`config.mk`:
```
export PLATFORM = sky130hd
export DESIGN_NAME = week6_debounce_edge_counter
export DESIGN_NICKNAME = d
export VERILOG_FILES = /design/src/rtl/week6_debounce_edge_counter_pkg.sv /design/src/rtl/week6_debounce_edge_counter_sync2.sv /design/src/rtl/week6_debounce_edge_counter.sv
export SDC_FILE = /design/constraint.sdc
export NUM_CORES = 1
export LEC_CHECK = 0
export ABC_AREA = 0
export BUFFER_PORTS_ARGS = -buffer_cell sky130_fd_sc_hd__buf_2
export CAP_MARGIN = 25
export CORE_MARGIN = 1.5
export CORE_UTILIZATION = 40
export DETAILED_ROUTE_END_ITERATION = 6
export GPL_TIMING_DRIVEN = 0
export PLACE_DENSITY_LB_ADDON = 0.12
export SLEW_MARGIN = 25
export SYNTH_ARGS = -nofsm -noshare
export SYNTH_HDL_FRONTEND = slang
export SYNTH_HIERARCHICAL = 1
export SYNTH_SLANG_ARGS = --single-unit
```
`constraint.sdc`:
```
create_clock -name clk -period 1.41 [get_ports clk]
set_clock_uncertainty 0.05 [all_clocks]
set_input_delay 0.282 -clock clk [delete_from_list [all_inputs] [get_ports clk]]
set_output_delay 0.282 -clock clk [all_outputs]
set_load 0.02 [all_outputs]
```
`src/rtl/week6_debounce_edge_counter_pkg.sv`:
```
// Shared definitions for the week 6 debounce / edge-counter block.
//   state_t           : debounce FSM states (2-bit encodings fixed for
//                       compatibility with the course's older header)
//   DEF_STABLE_CYCLES : default number of agreeing samples before the
//                       debounced level changes
//   DEF_CNT_W         : default press-counter width
package week6_debounce_edge_counter_pkg;

  localparam int DEF_STABLE_CYCLES = 4;
  localparam int DEF_CNT_W         = 4;

  typedef enum logic [1:0] {
    ST_IDLE         = 2'd0,
    ST_WAIT_PRESS   = 2'd1,
    ST_HELD         = 2'd2,
    ST_WAIT_RELEASE = 2'd3
  } state_t;

endpackage

```
`src/rtl/week6_debounce_edge_counter_sync2.sv`:
```
// week6_sync2: two-flop synchroniser for a single asynchronous input.
//   RESET_VAL : value both flops take while rst_n is low
//   clk       : destination clock
//   rst_n     : asynchronous active-low reset
//   d         : asynchronous input
//   q         : synchronised output (two clk edges of latency)
module week6_sync2
  import week6_debounce_edge_counter_pkg::*;
#(
  parameter logic RESET_VAL = 1'b0
) (
  input  logic clk,
  input  logic rst_n,
  input  logic d,
  output logic q
);

  logic s1;

  always_ff @(posedge clk or negedge rst_n) begin
    if (!rst_n) begin
      s1 <= RESET_VAL;
      q  <= RESET_VAL;
    end else begin
      s1 <= d;
      q  <= s1;
    end
  end

endmodule

```
`src/rtl/week6_debounce_edge_counter.sv`:
```
// week6_debounce_edge_counter: synchronises and debounces an active-low
// push button, producing a clean pressed level, one-cycle press/release
// pulses and a running press count.
//   STABLE_CYCLES : agreeing samples needed to change state (2..65535)
//   CNT_W         : press counter width
//   clk           : rising-edge clock
//   rst_n         : asynchronous active-low reset
//   btn_n         : raw button, 0 = pressed, asynchronous, may bounce
//   pressed       : debounced level, 1 = pressed (registered)
//   press_pulse   : one-cycle pulse on each debounced press
//   release_pulse : one-cycle pulse on each debounced release
//   press_count   : debounced presses since reset
// Build option: define DEBOUNCE_CNT_SAT_EN to make press_count saturate at
// all-ones instead of wrapping to zero.
module week6_debounce_edge_counter
  import week6_debounce_edge_counter_pkg::*;
#(
  parameter int STABLE_CYCLES = DEF_STABLE_CYCLES,
  parameter int CNT_W         = DEF_CNT_W
) (
  input  logic             clk,
  input  logic             rst_n,
  input  logic             btn_n,
  output logic             pressed,
  output logic             press_pulse,
  output logic             release_pulse,
  output logic [CNT_W-1:0] press_count
);

  localparam int              SC_W    = $clog2(STABLE_CYCLES) + 1;
  localparam logic [SC_W-1:0] SC_LAST = SC_W'(STABLE_CYCLES - 1);
  localparam logic [SC_W-1:0] SC_ONE  = SC_W'(1);

  logic            s2;
  logic            raw;
  logic            press_fire;
  state_t          state;
  logic [SC_W-1:0] stab_cnt;

  // Flops reset to 1 so a button held through reset looks released and
  // must fully requalify afterwards.
  week6_sync2 #(.RESET_VAL(1'b1)) u_sync (
    .clk  (clk),
    .rst_n(rst_n),
    .d    (btn_n),
    .q    (s2)
  );

  assign raw = ~s2;

  // Same condition that moves WAIT_PRESS -> HELD; lets the counter step on
  // the edge that registers press_pulse.
  assign press_fire = (state == ST_WAIT_PRESS) && raw && (stab_cnt == SC_LAST);

  // The entry transition already counts as the first agreeing sample, so
  // the counter starts at 1 and qualification ends at STABLE_CYCLES-1.
  always_ff @(posedge clk or negedge rst_n) begin
    if (!rst_n) begin
      state         <= ST_IDLE;
      stab_cnt      <= '0;
      pressed       <= 1'b0;
      press_pulse   <= 1'b0;
      release_pulse <= 1'b0;
    end else begin
      press_pulse   <= 1'b0;
      release_pulse <= 1'b0;
      case (state)
        ST_IDLE: begin
          if (raw) begin
            state    <= ST_WAIT_PRESS;
            stab_cnt <= SC_ONE;
          end
        end
        ST_WAIT_PRESS: begin
          if (!raw) begin
            state    <= ST_IDLE;
            stab_cnt <= '0;
          end else if (stab_cnt == SC_LAST) begin
            state       <= ST_HELD;
            stab_cnt    <= '0;
            pressed     <= 1'b1;
            press_pulse <= 1'b1;
          end else begin
            stab_cnt <= stab_cnt + SC_ONE;
          end
        end
        ST_HELD: begin
          if (!raw) begin
            state    <= ST_WAIT_RELEASE;
            stab_cnt <= SC_ONE;
          end
        end
        ST_WAIT_RELEASE: begin
          if (raw) begin
            state    <= ST_HELD;
            stab_cnt <= '0;
          end else if (stab_cnt == SC_LAST) begin
            state         <= ST_IDLE;
            stab_cnt      <= '0;
            pressed       <= 1'b0;
            release_pulse <= 1'b1;
          end else begin
            stab_cnt <= stab_cnt + SC_ONE;
          end
        end
        default: begin
          state    <= ST_IDLE;
          stab_cnt <= '0;
        end
      endcase
    end
  end

  always_ff @(posedge clk or negedge rst_n) begin
    if (!rst_n) begin
      press_count <= '0;
    end else if (press_fire) begin
`ifdef DEBOUNCE_CNT_SAT_EN
      if (press_count != '1) begin
        press_count <= press_count + 1'b1;
      end
`else
      press_count <= press_count + 1'b1;
`endif
    end
  end

endmodule

```
After elaboration in Yosys (flattened, before gate mapping)
Index checks and enable logic that the tools add are counted.
{"block": "op_classes", "shifts": 0, "muxes": 23, "n_reduce_logical": 7, "magnitude_cmp": 0, "eq_ne": 12, "mul": 0, "div": 0, "n_bitwise": 1, "add_sub_neg": 2}
{"operator": "two-way mux 3 bit", "n": 5}
{"operator": "two-way mux 2 bit", "n": 6}
{"operator": "one-hot mux 3 bit (4 select lines)", "n": 1}
{"operator": "two-way mux 1 bit", "n": 9}
{"operator": "one-hot mux 2 bit (4 select lines)", "n": 1}
{"operator": "inequality test 2 x 1 -> 1 bit (second input constant)", "n": 3}
{"operator": "inequality test 2 bit (second input constant)", "n": 3}
{"operator": "AND reduction 5 bit", "n": 1}
{"operator": "adder 4 x 1 -> 4 bit (second input constant)", "n": 1}
{"operator": "== test 2 bit (second input constant)", "n": 2}
{"operator": "AND reduction 4 bit", "n": 1}
{"operator": "adder 3 x 1 -> 3 bit (second input constant)", "n": 1}
{"operator": "== test 3 x 2 -> 1 bit (second input constant)", "n": 1}
{"operator": "inequality test 3 x 1 -> 1 bit (second input constant)", "n": 1}
{"operator": "inequality test 3 bit (second input constant)", "n": 1}
{"operator": "== test 2 x 1 -> 1 bit (second input constant)", "n": 1}
{"operator": "logical AND 1 bit", "n": 2}
{"operator": "zero test 2 bit", "n": 1}
{"operator": "one-hot mux 1 bit (2 select lines)", "n": 1}
{"operator": "AND reduction 2 bit", "n": 1}
{"operator": "nonzero test 2 bit", "n": 1}
{"operator": "inverter 1 bit", "n": 1}
{"block": "word_totals", "mem_bits_ro": 0, "regBits": 14, "out_inout_bits": 7, "ram_bits": 0, "latch_bits": 0, "n_memories": 0}

Logic depth before layout (Yosys ltp)
Gate-level depths: netlist of the first run.
{"block": "logic_depth", "depth_word": 4, "mapped_depth": 4, "depth_no_buf": 4}

Cells and area by module
Netlist of the first run, hierarchy kept.
{"mod": "week6_debounce_edge_counter", "area_each_um2": 568.0, "n_inst": 1, "cells_per_inst": 45, "seq_area_each_um2": 300.3}
{"mod": "week6_sync2", "area_each_um2": 52.6, "n_inst": 1, "cells_per_inst": 2, "seq_area_each_um2": 52.6}

Least setup slack after synthesis of the first run
OpenSTA, ideal clock, no wires.
{"block": "synth_path", "path_type": "register to register", "startpoint": "register stab_cnt[0]", "endpoint": "register press_count[1]", "slack_ns": 0.051, "path_stages_with_launch": 5, "required_ns": 1.232, "arrival_ns": 1.181, "synth_period_minus_slack_ns": 1.359, "cell_sequence": "dfrtp_1 ha_1 nand3b_4 nor3_4 mux2_1"}
{"block": "synth_between", "elab_chain_cells": 2}
{"element": "start, declared", "line_no": "week6_debounce_edge_counter.sv:38", "text": "logic [SC_W-1:0] stab_cnt;"}
{"element": "start signal, assigned", "line_no": "week6_debounce_edge_counter.sv:84", "text": "stab_cnt <= stab_cnt + SC_ONE;"}
{"element": "start signal, assigned", "line_no": "week6_debounce_edge_counter.sv:103", "text": "stab_cnt <= stab_cnt + SC_ONE;"}
{"element": "== test 3 x 2 -> 1 bit", "line_no": "week6_debounce_edge_counter.sv:53", "text": "assign press_fire = (state == ST_WAIT_PRESS) && raw && (stab_cnt == SC_LAST);"}
{"element": "logical AND 1 bit", "line_no": "week6_debounce_edge_counter.sv:53"}
{"element": "end signal, assigned", "line_no": "week6_debounce_edge_counter.sv:123", "text": "press_count <= press_count + 1'b1;"}
{"element": "end, declared", "line_no": "week6_debounce_edge_counter.sv:27", "text": "output logic [CNT_W-1:0] press_count"}
No other way between the ends.
A chain may end at the register's enable or synchronous reset.

Worst setup path after layout of the first run
{"block": "layout_path", "startpoint": "register stab_cnt[1]", "endpoint": "register press_count[1]"}
The elaborated chain is that of the path after synthesis.

==> results of run 1 <==
logic make-up (layout without fill, tap and decap cells):
kind of cell             after synthesis  after routing
AND/OR/NAND/NOR                       15             15
flip-flops                            14             14
AO/OA/AOI/OAI                          6              6
XOR/XNOR                               5              5
buffers and inverters                  4             21
adder cells (fa/ha/maj)                2              2
multiplexers                           1              1
state kept, by name, indices dropped and copies added, names as in the netlist, named ones only:
name / count
press_count: 4
stab_cnt: 3
press_pulse: 1
pressed: 1
release_pulse: 1
state: 1
u_sync/q: 1
u_sync/s1: 1
path summary, 6_finish.rpt:
kind                                  start              to  slack (ns)  depth (start not counted)
worst max-delay path            stab_cnt[1]  press_count[1]      -0.009                          4
worst min-delay path                  btn_n       u_sync/s1        0.06                          1
worst max register to register  stab_cnt[1]  press_count[1]      -0.009                          4
worst min register to register    u_sync/s1        u_sync/q        0.31                          0
max in group asynchronous             rst_n       u_sync/s1        0.65                          2
min in group asynchronous             rst_n  press_count[0]        0.37                          2
cell usage in the layout (no fill, tap or decap), drive strengths merged:
cell	n
xnor2	1
a2bb2oi	1
nand3b	1
nor4b	1
dfrtp	12
nand3	1
a21o	1
and2	1
xor2	4
inv	2
dlygate4sd3	1
nand2b	1
clkbuf	4
nor3	1
o21ai	2
nor4	1
o21a	1
mux2	1
buf	14
nand4	1
dfstp	2
nor2	3
nand2	3
ha	2
nor3b	1
a22oi	1
per-layer routing:
layer | up-vias | share of wire (%) | track usage, %
li1 | 193 | - | -
met1 | 189 | 49 | 14.89
met2 | 6 | 48 | 18.15
met3 | 0 | 3.6 | 3.879
met4 | 0 | 0 | 3.750
met5 | - | 0 | 0
layout make-up:
| type | instances | area [um2] | share of cell area, % |
|---|---|---|---|
| buffer | 1 | 5.005 | 0.6410 |
| tap | 16 | 20.02 | 2.564 |
| sequential | 14 | 352.8 | 45.19 |
| timing repair buffer | 14 | 85.08 | 10.90 |
| multi-input combinational | 29 | 274.0 | 35.10 |
| inverter | 2 | 7.507 | 0.9615 |
| clock buffer | 4 | 36.28 | 4.647 |
power breakdown:
part | switching [uW] | internal (uW) | total (uW)
sequential | 97.9 | 500 | 598
combinational | 244 | 215 | 459
clock | 121 | 157 | 277
repair_timing:
item / 4_1_cts / 5_1_grt
endpoints found under the setup margin: 2 / 4
pin swaps: 0 / 2
buffers inserted: 0 / 4
resized for setup: 2 / 2
endpoints found under the hold margin: 12 / 0
hold buffers: 1 / 0
stage by stage:
step / hold slack [ns] / power (uW) / std cells / setup slack, ns
after CTS: 0.04797 / 1302 / 77 / -0.04326
after detailed placement: 0.1423 / 1004 / 72 / -0.06452
after global placement: 0.1433 / 990.7 / 72 / -0.05311
after floorplan: -0.06359 / 894.4 / 47 / 0.05105
final: 0.05763 / 1334 / 80 / -0.009085
after global routing: 0.03857 / 1442 / 80 / -0.05943
==> metrics.txt, run 1 <==
CTS root buf=clkbuf_4; failing checks=setup timing; type of origin of the critical path=register; gr usage total=11.51%; critical path arrival=1.53 ns; syn nets=52; Clk pin slew, worst setup/hold paths=0.08 ns; final non-filler cell area=780.7 um2; final setup TNS=-0.009085 ns; number of synthesis warnings=6; critical path's slowest cell=dfrtp_1; Pins Over Slew Limit=0; total gr overflow=0; CTS tree=done; post-synthesis sequential area ratio=56.85%; worst slew pin tran=0.3011 ns; clk_lat worst skew=0.27 ns; WP buf/inv=0; die height=42.39 um; largest net degree at the start of global routing=15; CP Capture Type=register; post-synthesis xor/xnor area fraction=7.056%; DRC viols=0; CTS sink cnt=14; first-pass GRT wire length=1.476 mm; Synth Area per Inst=13.20 um2; highest cell delay on the worst timing path=0.40 ns; Area Overhead vs Synth=25.81%; Max clock buf depth=2; Min Clock Period, post-route=1.419 ns; Compound-Gate Fraction of Synth Area=6.855%; total die area=1797 um2; post-synthesis mux area share=1.815%; initial antenna violation count=0; Hold Vio Cnt, Final=0; pwr dens=1708 nW/um2; simple-gate area share of the yosys netlist=20.56%; layout cells sized above 1=45.31%; Post-Syn Area=620.6 um2; routability cong.=0.6432; number of max-cap violations=0; CP Max Fanout=7; Iter 0 DRT Violations=4; cts bufs inserted=3; asr flop ratio synth=100.0%; # H-tree levels=1; Area after DPL=685.7 um2; initial core utilization=42.18%; Worst VDD drop=0.0007720 V; Cell Chain, Critical Path=ha_4 > nand3b_4 > nor3_4 > mux2_4; Area contributors post-synth=dfrtp_1, dfstp_2, xor2_1; Synth Register Bits=14; most frequent cells after synthesis=dfrtp_1, xor2_1, nand2_1, nor2_1; final worst path period share=100.6%; worst min path class=in2reg; Diodes inserted=0; most frequent cell after synthesis=dfrtp_1; WP data required=1.52 ns; max frequency=704.7 MHz; Synth cell types=25; CORE AREA=1471 um2; critical path's top delay family=flip-flops; run status=finished, violations left; chip width=42.39 um; LEAKAGE=0.0004056 uW; DRT Pass-1 Iters=2; largest family of logic cells by synthesized area=simple AND/OR/NAND/NOR gates; vias=388; RSZ-0062 raised after global routing=true; WL/cell=11.33 um; share of the synthesized area in the top cell type=48.39%; Post-synth EDFFs=0; Post-Route WL=906 um; Crit Path Category=reg2reg; setup violators final=1; io pins=10; Layout Nets=70; fill count=135; adder-cell share of the synthesized area=4.032%; ys flop type=dfrtp_1; post-layout util=53.06%; ANT nets after route=0; final worst slack=-0.009085 ns; vias in the first global route=343; Slew headroom=79.92%; Site Rows=14; PortBufs=9; post-synthesis cell count=47; via/cell ratio=4.850; cell taking the most area after synthesis=dfrtp_1
Power figures use the tool's default switching activity.
==> inputs of run 2 (changes only) <==
--- a/config.mk
+++ b/config.mk
@@ -9,7 +9,7 @@
 export BUFFER_PORTS_ARGS = -buffer_cell sky130_fd_sc_hd__buf_2
 export CAP_MARGIN = 25
 export CORE_MARGIN = 1.5
-export CORE_UTILIZATION = 40
+export CORE_UTILIZATION = 45
 export DETAILED_ROUTE_END_ITERATION = 6
 export GPL_TIMING_DRIVEN = 0
 export PLACE_DENSITY_LB_ADDON = 0.12
==> run 2 against run 1 <==
  * The flow now finishes without violations
  * Combinational power is 4% lower
  * Cell count is 2.5% lower
  * Register-to-register slack better by 0.02 ns
  * Final area is 1.6% lower
==> metrics.txt, run 2 (synthesis gave the netlist of run 1 again) <==
run status=finished, final reports clean; Layout Nets=69 (-1.4%); # H-tree levels=1 (unchanged); CP Capture Type=register; most frequent cells in the layout=dfrtp_1, buf_2; initial core utilization=48.30% (+6.1 points); CORE AREA=1285 um2 (-13%); CTS tree=done; Crit Path Category=reg2reg; largest net degree at the start of global routing=15 (unchanged); max frequency=715.1 MHz (+1.5%); biggest regs=press_count x4, stab_cnt x3; PortBufs=9 (unchanged); DRT Pass-1 Iters=2 (unchanged); ANT nets after route=0 (unchanged); total gr overflow=0 (unchanged); Max clock buf depth=2 (unchanged); Pins Over Slew Limit=0 (unchanged); WL/cell=11.88 um (+4.9%); Iter 0 DRT Violations=5 (+1); vias=400 (+3.1%); highest cell delay on the worst timing path=0.40 ns (about the same); Site Rows=13 (-1); vias in the first global route=337 (-1.7%); Largest Register=press_count; commonest non-fill, non-tap cell in the layout=dfrtp_1; via/cell ratio=5.128 (+5.7%); io pins=10 (unchanged); clk_lat worst skew=0.28 ns (about the same); final non-filler cell area=768.2 um2 (-1.6%); DRC viols=0 (unchanged); pwr dens=1729 nW/um2 (+1.2%); worst min path class=in2reg; Diodes inserted=0 (unchanged); worst slew pin tran=0.3105 ns (+0.009411 ns); Slew headroom=79.30% (-0.63 points); Area after DPL=684.4 um2 (-0.18%); Min Clock Period, post-route=1.398 ns (-0.02076 ns); Hold Vio Cnt, Final=0 (unchanged); RSZ-0062 raised after global routing=true; routability cong.=0.5747 (-11%); Clk pin slew, worst setup/hold paths=0.08 ns (about the same); Detail Placement HPWL=625.1 um; Worst VDD drop=0.001044 V (+35%); die height=40.14 um (-5.3%); critical path arrival=1.52 ns (about the same); Reg2Reg Setup Slack=0.01 ns (+0.02 ns); setup violators final=0 (-1); type of origin of the critical path=register; layout cells sized above 1=42.86% (-2.5 points); CTS sink cnt=14 (unchanged); CTS root buf=clkbuf_4; gr usage total=15.06% (+3.5 points); number of max-cap violations=0 (unchanged); initial antenna violation count=0 (unchanged); Area Overhead vs Synth=23.79%; Post-Route WL=927 um (+2.3%); critical path's slowest cell=dfrtp_1; total die area=1611 um2 (-10%); final setup TNS=0 ns (+0.009085 ns); first-pass GRT wire length=1.462 mm (-0.95%); Cell Chain, Critical Path=ha_4 > nand3b_4 > nor3_4 > mux2_1; max reg flops=4 (unchanged); cts bufs inserted=3 (unchanged); chip width=40.14 um (-5.3%); LEAKAGE=0.0003984 uW (-1.8%); WP data required=1.53 ns (about the same); final worst path period share=99.17% (-1.5 points); CP Max Fanout=6 (-1)
==> run 2: cell types whose count changed in the layout (fill, tap and decap cells not counted), sizes merged <==
| cell | before | now |
|---|---|---|
| buf | 14 | 13 |
==> run 2: power by group <==
group,switching [uW],internal [uW]
registers,100,500
clock network,131,157
logic,242,199
==> run 2: area by class of cell <==
type	count	area [um2]
plain buffers	1	5.005
clock buffers	4	36.28
fillers	112	516.7
inverters	2	7.507
multi-input cells	29	270.3
flip-flops and latches	14	352.8
well taps	15	18.77
repair buffers	13	77.57
==> run 2: final timing paths <==
kind                                   from        endpoint  cells after the start
min in group asynchronous             rst_n     press_pulse                      2
worst max register to register  stab_cnt[0]  press_count[1]                      4
max in group asynchronous             rst_n        u_sync/q                      2
worst max-delay path            stab_cnt[0]  press_count[1]                      4
worst min-delay path                  btn_n       u_sync/s1                      1
worst min register to register    u_sync/s1        u_sync/q                      0
==> run 2: per-layer routing <==
metal	wire, um	global-route usage [%]	vias up
met3	39	5.000	3
li1	-	-	192
met2	445	21.77	9
met5	0	0	-
met1	416	17.73	196
met4	24	12.93	0
==> run 2: worst max-delay path: cells and delay by family, from the launching register on <==
kind / cells / cell delay [ns]
adder cells (fa/ha/maj): 1 / 0.17
AND/OR/NAND/NOR: 2 / 0.33
flip-flops: 1 / 0.40
multiplexers: 1 / 0.33
==> run 2: stage by stage <==
step / hold slack [ns] / utilization (%) / setup WS [ns] / instances / total power (uW)
floorplan: -0.06359 / - / 0.05105 / 47 / 894.4
global placement: 0.1416 / 53.26 / -0.05316 / 71 / 996.6
detailed placement: 0.1399 / 53.26 / -0.06132 / 71 / 1002
CTS: 0.03371 / 57.64 / -0.04533 / 76 / 1307
global route: 0.02731 / 59.79 / -0.05526 / 78 / 1417
finish: 0.04204 / 59.79 / 0.01167 / 78 / 1328
==> run 2: repair_timing <==
action	CTS	global route
resized for setup	2	1
hold buffers	1	0
endpoints found under the setup margin	2	3
pin swaps	0	1
buffers inserted	0	3
endpoints found under the hold margin	12	0
